--- src/rtl/uart_tx.sv ---
// UART transmitter: serialises one byte per frame (start, DATA_BITS LSB-first, optional parity, stop).
// Latency: accept -> SYNC, start bit begins on the next baud_tick; each frame bit lasts one tick interval.
// Backpressure: tx_ready is high only in IDLE; tx_valid outside IDLE is ignored and tx_data is not sampled.
//
// Ports:
//   clk        system clock; all state changes on its rising edge
//   reset      synchronous active-high reset, overrides every other input
//   baud_tick  one-clk strobe per bit period from the baud divider
//   tx_data    byte to send; bits above DATA_BITS-1 are ignored
//   tx_valid   tx_data valid; accepted when tx_valid && tx_ready
//   tx_ready   high only in IDLE
//   tx         registered serial line, idles high
//   busy       high whenever a frame is in progress
module uart_tx #(
  parameter int DATA_BITS  = 8,  // 5..8
  parameter int PARITY_EN  = 0,  // 1 = parity bit present
  parameter int PARITY_ODD = 0,  // 1 = odd parity, 0 = even
  parameter int STOP_BITS  = 1   // 1..2
) (
  input  logic       clk,
  input  logic       reset,
  input  logic       baud_tick,
  input  logic [7:0] tx_data,
  input  logic       tx_valid,
  output logic       tx_ready,
  output logic       tx,
  output logic       busy
);

  typedef enum logic [2:0] {
    S_IDLE   = 3'd0,
    S_SYNC   = 3'd1,
    S_START  = 3'd2,
    S_DATA   = 3'd3,
    S_PARITY = 3'd4,
    S_STOP   = 3'd5
  } state_e;

  localparam logic [2:0] LAST_BIT   = 3'(DATA_BITS - 1);
  localparam logic       LAST_STOP  = 1'(STOP_BITS - 1);
  localparam logic       HAS_PARITY = (PARITY_EN != 0);
  localparam logic       ODD_PARITY = (PARITY_ODD != 0);
  // Unused upper bits are cleared at accept so the parity XOR sees only frame bits.
  localparam logic [7:0] DATA_MASK  = 8'((16'd1 << DATA_BITS) - 16'd1);

  state_e     state_q, state_d;
  logic [7:0] data_q, data_d;
  logic [2:0] bit_cnt_q, bit_cnt_d;
  logic       stop_cnt_q, stop_cnt_d;
  logic       tx_q, tx_d;

  logic [2:0] nxt_idx;
  logic       parity_bit;

  assign nxt_idx    = bit_cnt_q + 3'd1;
  // XOR gives even parity; inverting it (XNOR) gives odd.
  assign parity_bit = (^data_q) ^ ODD_PARITY;

  // State and datapath registers
  always_ff @(posedge clk) begin
    if (reset) begin
      state_q    <= S_IDLE;
      data_q     <= 8'd0;
      bit_cnt_q  <= 3'd0;
      stop_cnt_q <= 1'b0;
      tx_q       <= 1'b1;
    end else begin
      state_q    <= state_d;
      data_q     <= data_d;
      bit_cnt_q  <= bit_cnt_d;
      stop_cnt_q <= stop_cnt_d;
      tx_q       <= tx_d;
    end
  end

  // Next-state logic; without baud_tick every busy state holds everything.
  always_comb begin
    state_d    = state_q;
    data_d     = data_q;
    bit_cnt_d  = bit_cnt_q;
    stop_cnt_d = stop_cnt_q;
    tx_d       = tx_q;
    case (state_q)
      S_IDLE: begin
        tx_d = 1'b1;
        // A tick in the accept cycle is deliberately not used: SYNC waits for
        // the next tick so the start bit is a full tick interval long.
        if (tx_valid && tx_ready) begin
          data_d  = tx_data & DATA_MASK;
          state_d = S_SYNC;
        end
      end
      S_SYNC: begin
        if (baud_tick) begin
          tx_d    = 1'b0;
          state_d = S_START;
        end
      end
      S_START: begin
        if (baud_tick) begin
          tx_d      = data_q[0];
          bit_cnt_d = 3'd0;
          state_d   = S_DATA;
        end
      end
      S_DATA: begin
        if (baud_tick) begin
          if (bit_cnt_q != LAST_BIT) begin
            bit_cnt_d = nxt_idx;
            tx_d      = data_q[nxt_idx];
          end else if (HAS_PARITY) begin
            tx_d    = parity_bit;
            state_d = S_PARITY;
          end else begin
            tx_d       = 1'b1;
            stop_cnt_d = 1'b0;
            state_d    = S_STOP;
          end
        end
      end
      S_PARITY: begin
        if (baud_tick) begin
          tx_d       = 1'b1;
          stop_cnt_d = 1'b0;
          state_d    = S_STOP;
        end
      end
      S_STOP: begin
        if (baud_tick) begin
          tx_d = 1'b1;
          if (stop_cnt_q == LAST_STOP) begin
            state_d = S_IDLE;
          end else begin
            stop_cnt_d = 1'b1;
          end
        end
      end
      default: begin
        tx_d    = 1'b1;
        state_d = S_IDLE;
      end
    endcase
  end

  // Outputs decoded from state
  always_comb begin
    tx_ready = (state_q == S_IDLE);
    busy     = (state_q != S_IDLE);
    tx       = tx_q;
  end

endmodule

--- config.mk ---
export PLATFORM = sky130hd
export DESIGN_NAME = uart_tx
export DESIGN_NICKNAME = d
export VERILOG_FILES = /design/src/rtl/uart_tx.sv
export SDC_FILE = /design/constraint.sdc
export NUM_CORES = 1
export LEC_CHECK = 0
export BUFFER_PORTS_ARGS = -buffer_cell sky130_fd_sc_hd__buf_2
export CORE_MARGIN = 4
export CORE_UTILIZATION = 49
export DETAILED_ROUTE_END_ITERATION = 7
export GPL_TIMING_DRIVEN = 0
export PLACE_DENSITY = 0.72
export SLEW_MARGIN = 20
export SYNTH_ARGS = -nofsm -noshare
export SYNTH_HDL_FRONTEND = slang
export SYNTH_SLANG_ARGS = --single-unit
--- constraint.sdc ---
create_clock -name clk -period 2.2 [get_ports clk]
set_input_delay 0.44 -clock clk [delete_from_list [all_inputs] [get_ports clk]]
set_output_delay 0.44 -clock clk [all_outputs]
set_load 0.03 [all_outputs]
# Word-level counts from Yosys, hierarchy flattened
# Cells that the tools add are included.
# W data, S select, Z words.
op_classes:
  n_addsub: 1
  n_mul: 0
  n_div: 0
  order_cmp: 1
  eq_ne: 16
  n_shift: 0
  muxes: 26
  bitwise_logic: 0
  n_reduce_logical: 11
ops:
  columns: ["cell", "count"]
  rows:
  - ["$mux W3", 11]
  - ["$pmux W3 S6", 1]
  - ["$ne A2 B2 Y1 const B", 8]
  - ["$mux W1", 10]
  - ["$reduce_and A4 Y1", 2]
  - ["$reduce_and A8 Y1", 1]
  - ["$eq A3 B2 Y1 const B", 2]
  - ["$eq A3 B3 Y1 const B", 2]
  - ["$pmux W3 S2", 1]
  - ["$reduce_bool A3 Y1", 2]
  - ["$reduce_and A5 Y1", 1]
  - ["$lt A3 B4 Y1 const B", 1]
  - ["$ne A2 B1 Y1 const B", 2]
  - ["$pmux W1 S4", 1]
  - ["$add A3 B1 Y3 const B", 1]
  - ["$bmux W1 S3", 1]
  - ["$eq A3 B1 Y1 const B", 1]
  - ["$logic_not A3 Y1", 1]
  - ["$ne A3 B3 Y1 const B", 1]
  - ["$pmux W1 S3", 1]
  - ["$reduce_and A2 Y1", 1]
  - ["$reduce_bool A2 Y1", 1]
  - ["$reduce_or A2 Y1", 1]
  - ["$logic_and A1 B1 Y1", 1]
word_totals:
  register_bits: 16
  latch_bits: 0
  ramBits: 0
  rom_bits: 0
  inputBits: 12
  output_inout_bits: 3
  memories: 0

# Depth between registers and ports, before layout
depth:
  word_depth: 6
  mapped_depth: 6
  mapped_depth_nobuf: 6

# Least setup slack after synthesis
# OpenSTA, ideal clock, no wires.
synth_timing:
  path_kind: "reg-to-reg"
  from: "reg bit_cnt_q[0]"
  to: "reg tx_q (netlist: tx)"
  setup_ns: 0.117
  t_arrival_ns: 1.817
  required_ns: 2.083
  setup_slack_ns: 0.266
  stages_incl_launch_ff: 6
  path_buffers: 0
  cell_sequence: "dfxtp_1 ha_1 ha_1 mux4_1 mux2_2 o22a_1"
synth_via:
  elab_chain_len: 6
synth_lines:
  columns: ["item", "line", "text"]
  rows:
  - ["start, declared", "48", "logic [2:0] bit_cnt_q, bit_cnt_d;"]
  - ["start signal, assigned", "70", "bit_cnt_q <= bit_cnt_d;"]
  - ["$add A3 B1 Y3", "55", "assign nxt_idx = bit_cnt_q + 3'd1;"]
  - ["$bmux W1 S3", "110", "tx_d = data_q[nxt_idx];"]
  - ["$mux W1 (implied by the code)", "110", null]
  - ["$mux W1 (*)", "108", "if (bit_cnt_q != LAST_BIT) begin"]
  - ["$mux W1 (*)", "107", "if (baud_tick) begin"]
  - ["$pmux W1 S4 (*)", "83", "case (state_q)"]
  - ["end signal, assigned", "72", "tx_q <= tx_d;"]
  - ["end, declared", "50", "logic tx_q, tx_d;"]
# Every way passes the cells marked *; elsewhere a longest branch is shown, timed or not. The select of a mux whose other input is x is not followed.
# A chain may end at the register's enable or synchronous reset.

# Final worst setup path
# Ends and elaborated chain as after synthesis.

==> results.md <==
- PostCTS Resize Cnt: 0
- Critical Path End: tx$_SDFFE_PP1P_
- RSZ-0062 raised after global routing: no
- Ys async rst share: 0%
- Post-synth top area share: 39.1%
- Startpoint types: register
- Synthesized instance count: 89
- Simple-gate share of the synthesized area: a little over a quarter
- Register area: 300 um2
- Layout fillers: roughly 140
- Drt first-iter violations: 16
- Share of layout cells above drive strength 1: approximately 25%
- Fmax: a little under 0.5 GHz
- Worst Skew: approximately 3.3 ps
- Req. time, crit path: between 2000 and 2500 ps
- PortBufs: 14
- GRT overflow: 0
- CP arrival: 2220 ps
- CTS root buffer: clkbuf_4
- Worst reg-to-reg setup slack: 150 ps
- Adder and majority gate portion of the synthesized area: about 3.3%
- Class of the worst hold path: input pin to register
- Final worst-path cycle share: roughly 93%
- MaxCap Viol Count: 0
- WHS: 389 ps
- Worst-margin pin slew: about 460 ps
- Library cells used by synthesis: 30
- HPWL Detailed: roughly 1100 um
- Worst setup path class: register to register
- Die area: between 2000 and 2500 um2
- Seq cells post-synth: 15
- Status: complete, no violations
- Synth Cell Area: a little under 800 um2
- Crit path launch: bit_cnt_q[0]$_SDFFE_PP0P_
- Sequential area share after synthesis: 39.1%
- Post-synthesis xor/xnor area fraction: 0%
- Die height: 47.6 um
- Worst flop-to-flop path endpoint: tx$_SDFFE_PP1P_
- Post-synthesis compound-gate area fraction: ~17%
- Clock Sinks: 15
- NumNets Final: approximately 120
- Initial antenna violation count: 0
- Tot GR Track Use: 15.4%
- Antenna diodes: 0
- Synth area leader: dfxtp_1
- Reg2reg path depth: 5
- Ys flop type: dfxtp_1
- Overall power: 0.569 mW
- Slew Viols, Final: 0
- Final Hold Viols: 0
- Clk Latency, worst-skew pair: 280 ps
- IO Pins: 15
- Avg Inst Size Synth: ~8.6 um2
- Most frequent cells in the layout: nand2_1 (19), buf_2 (18), dfxtp_1 (15), a21oi_1 (9), nor2_1 (4)
- Syn_nets: 103
- Core area: between 1000 and 1500 um2
- Clk pin slew, worst setup/hold paths: 90 ps
- Final min period: 2050 ps
- 1st-pass router iterations: 4
- Clk buf depth: 2
- Max-slew headroom: 69.5%
- Final instance area: 886 um2
- Routed Wire Length: between 1500 and 2000 um
- Critical Path Fanout Max: 4
- Die W: 47.6 um
- Hold-fix buffer count after cts: 0
- DP Area: 858 um2
- Post-synth EDFFs: 0
- Max VDD drop: 316 uV
- Yosys warnings: 0
- Static leakage: 0.372 nW
- Crit path capture type: register
- Largest family of logic cells by synthesized area: simple AND/OR/NAND/NOR gates
- CTS tree: yes
- Commonest non-fill, non-tap cell in the layout: nand2_1
- First-pass GRT wire length: between 2000 and 3000 um
- Routed vias: roughly 690
- DRC viols: 0
- Avg WL per Cell: between 10 and 15 um
- Post-CTS Setup Bufs: 0
- Mux cell area share after synthesis: slightly below 10%
- Layout Area Growth over Synthesis: 15.3%
- Via density: approximately 5.6
- Pwr per Cell Area: 642 nW/um2
- H-tree levels: 1
- Largest net degree at the start of global routing: 11
- Num CTS Buffers: 3
- Initial core utilization: about half
- Setup TNS: 0 ps
- Reg-to-Reg Start: bit_cnt_q[0]$_SDFFE_PP0P_
- DRT antenna net count: 0
- Final GP Congestion: around 0.81
- Cell row count: 14
- Top cells by area, synth: dfxtp_1 (39%), nand2_1 (9.3%), mux4_1 (6.8%)
- Final setup viols: 0
- Vias in the first global route: 594
- Area of the multi-input gates: 433 um2
[how the worst min path moves through the flow]
stage / depth (start not counted) / startpoint / slack [ps] / to
after floorplan: 2 / data_q[2]$_SDFFE_PP0P_ / 430 / data_q[2]$_SDFFE_PP0P_
after global placement: 2 / data_q[6]$_SDFFE_PP0P_ / 440 / data_q[6]$_SDFFE_PP0P_
after detailed placement: 2 / data_q[7]$_SDFFE_PP0P_ / 450 / data_q[7]$_SDFFE_PP0P_
after CTS: 3 / tx_data[2] / 390 / data_q[2]$_SDFFE_PP0P_
after global routing: 3 / tx_data[3] / 380 / data_q[3]$_SDFFE_PP0P_
final: 3 / tx_data[7] / 390 / data_q[7]$_SDFFE_PP0P_
[synth_stat cells, types with 2 or more instances]
cell      count
a21oi_1       9
a31oi_1       2
buf_2         4
clkbuf_1      2
dfxtp_1      15
ha_1          2
inv_1         2
mux2_2        2
mux4_1        2
nand2_1      19
nand3_1       3
nor2_1        4
nor2b_1       2
nor3_1        2
nor4b_1       2
o21ai_0       3
[state kept, by name, indices dropped and copies added (netlist names)]
register,flops
data_q,8
tx,1
bit_cnt_q,3
state_q,3
[routing by layer]
layer | track usage, % | wire (um) | part of all wire, % | vias to the layer above
met1 | 21.5 | 741 | 49 | 307
met3 | 2.63 | 65 | 4.3 | 2
met5 | 0 | 0 | 0 | -
li1 | - | - | - | 363
met2 | 23.8 | 700 | 46 | 13
met4 | 5.91 | 11 | 0.72 | 0
[critical path, cell delays in order, from the launching register on]
cell and delay (ps):
dfxtp_1 360, ha_1 210, ha_1 330, mux4_1 560, mux2_2 270, o22a_1 210
[final cells by class]
| type | count | area share, % |
|---|---|---|
| Timing Repair Buffer | 14 | 7.91 |
| Inverter | 2 | 0.847 |
| Multi-Input combinational cell | 66 | 48.9 |
| Tap cell | 16 | 2.26 |
| Buffer | 6 | 3.11 |
| Sequential cell | 15 | 33.9 |
| Clock inverter | 1 | 0.565 |
| Clock buffer | 3 | 2.54 |
[stage by stage]
step           instances  util, %  setup WS, ps
6_report             123     59.5           152
5_1_grt              123     59.5           111
4_1_cts              123     59.5           151
3_5_place_dp         119     57.6           169
3_3_place_gp         119     57.6           171
2_1_floorplan         89        -           266
[cell families (layout without fill, tap and decap cells)]
kind of cell / after synthesis / after routing
buf+inv: 8 / 26
mux: 4 / 4
simple gates: 39 / 39
flops: 15 / 15
fa+ha+maj: 2 / 2
compound gates: 21 / 21
[where the power goes]
group	switching, mW	internal (mW)
Clock	0.0887	0.0673
Sequential	0.0109	0.288
Combinational	0.0680	0.0456
Note: power is estimated with default switching activity, not from simulation.
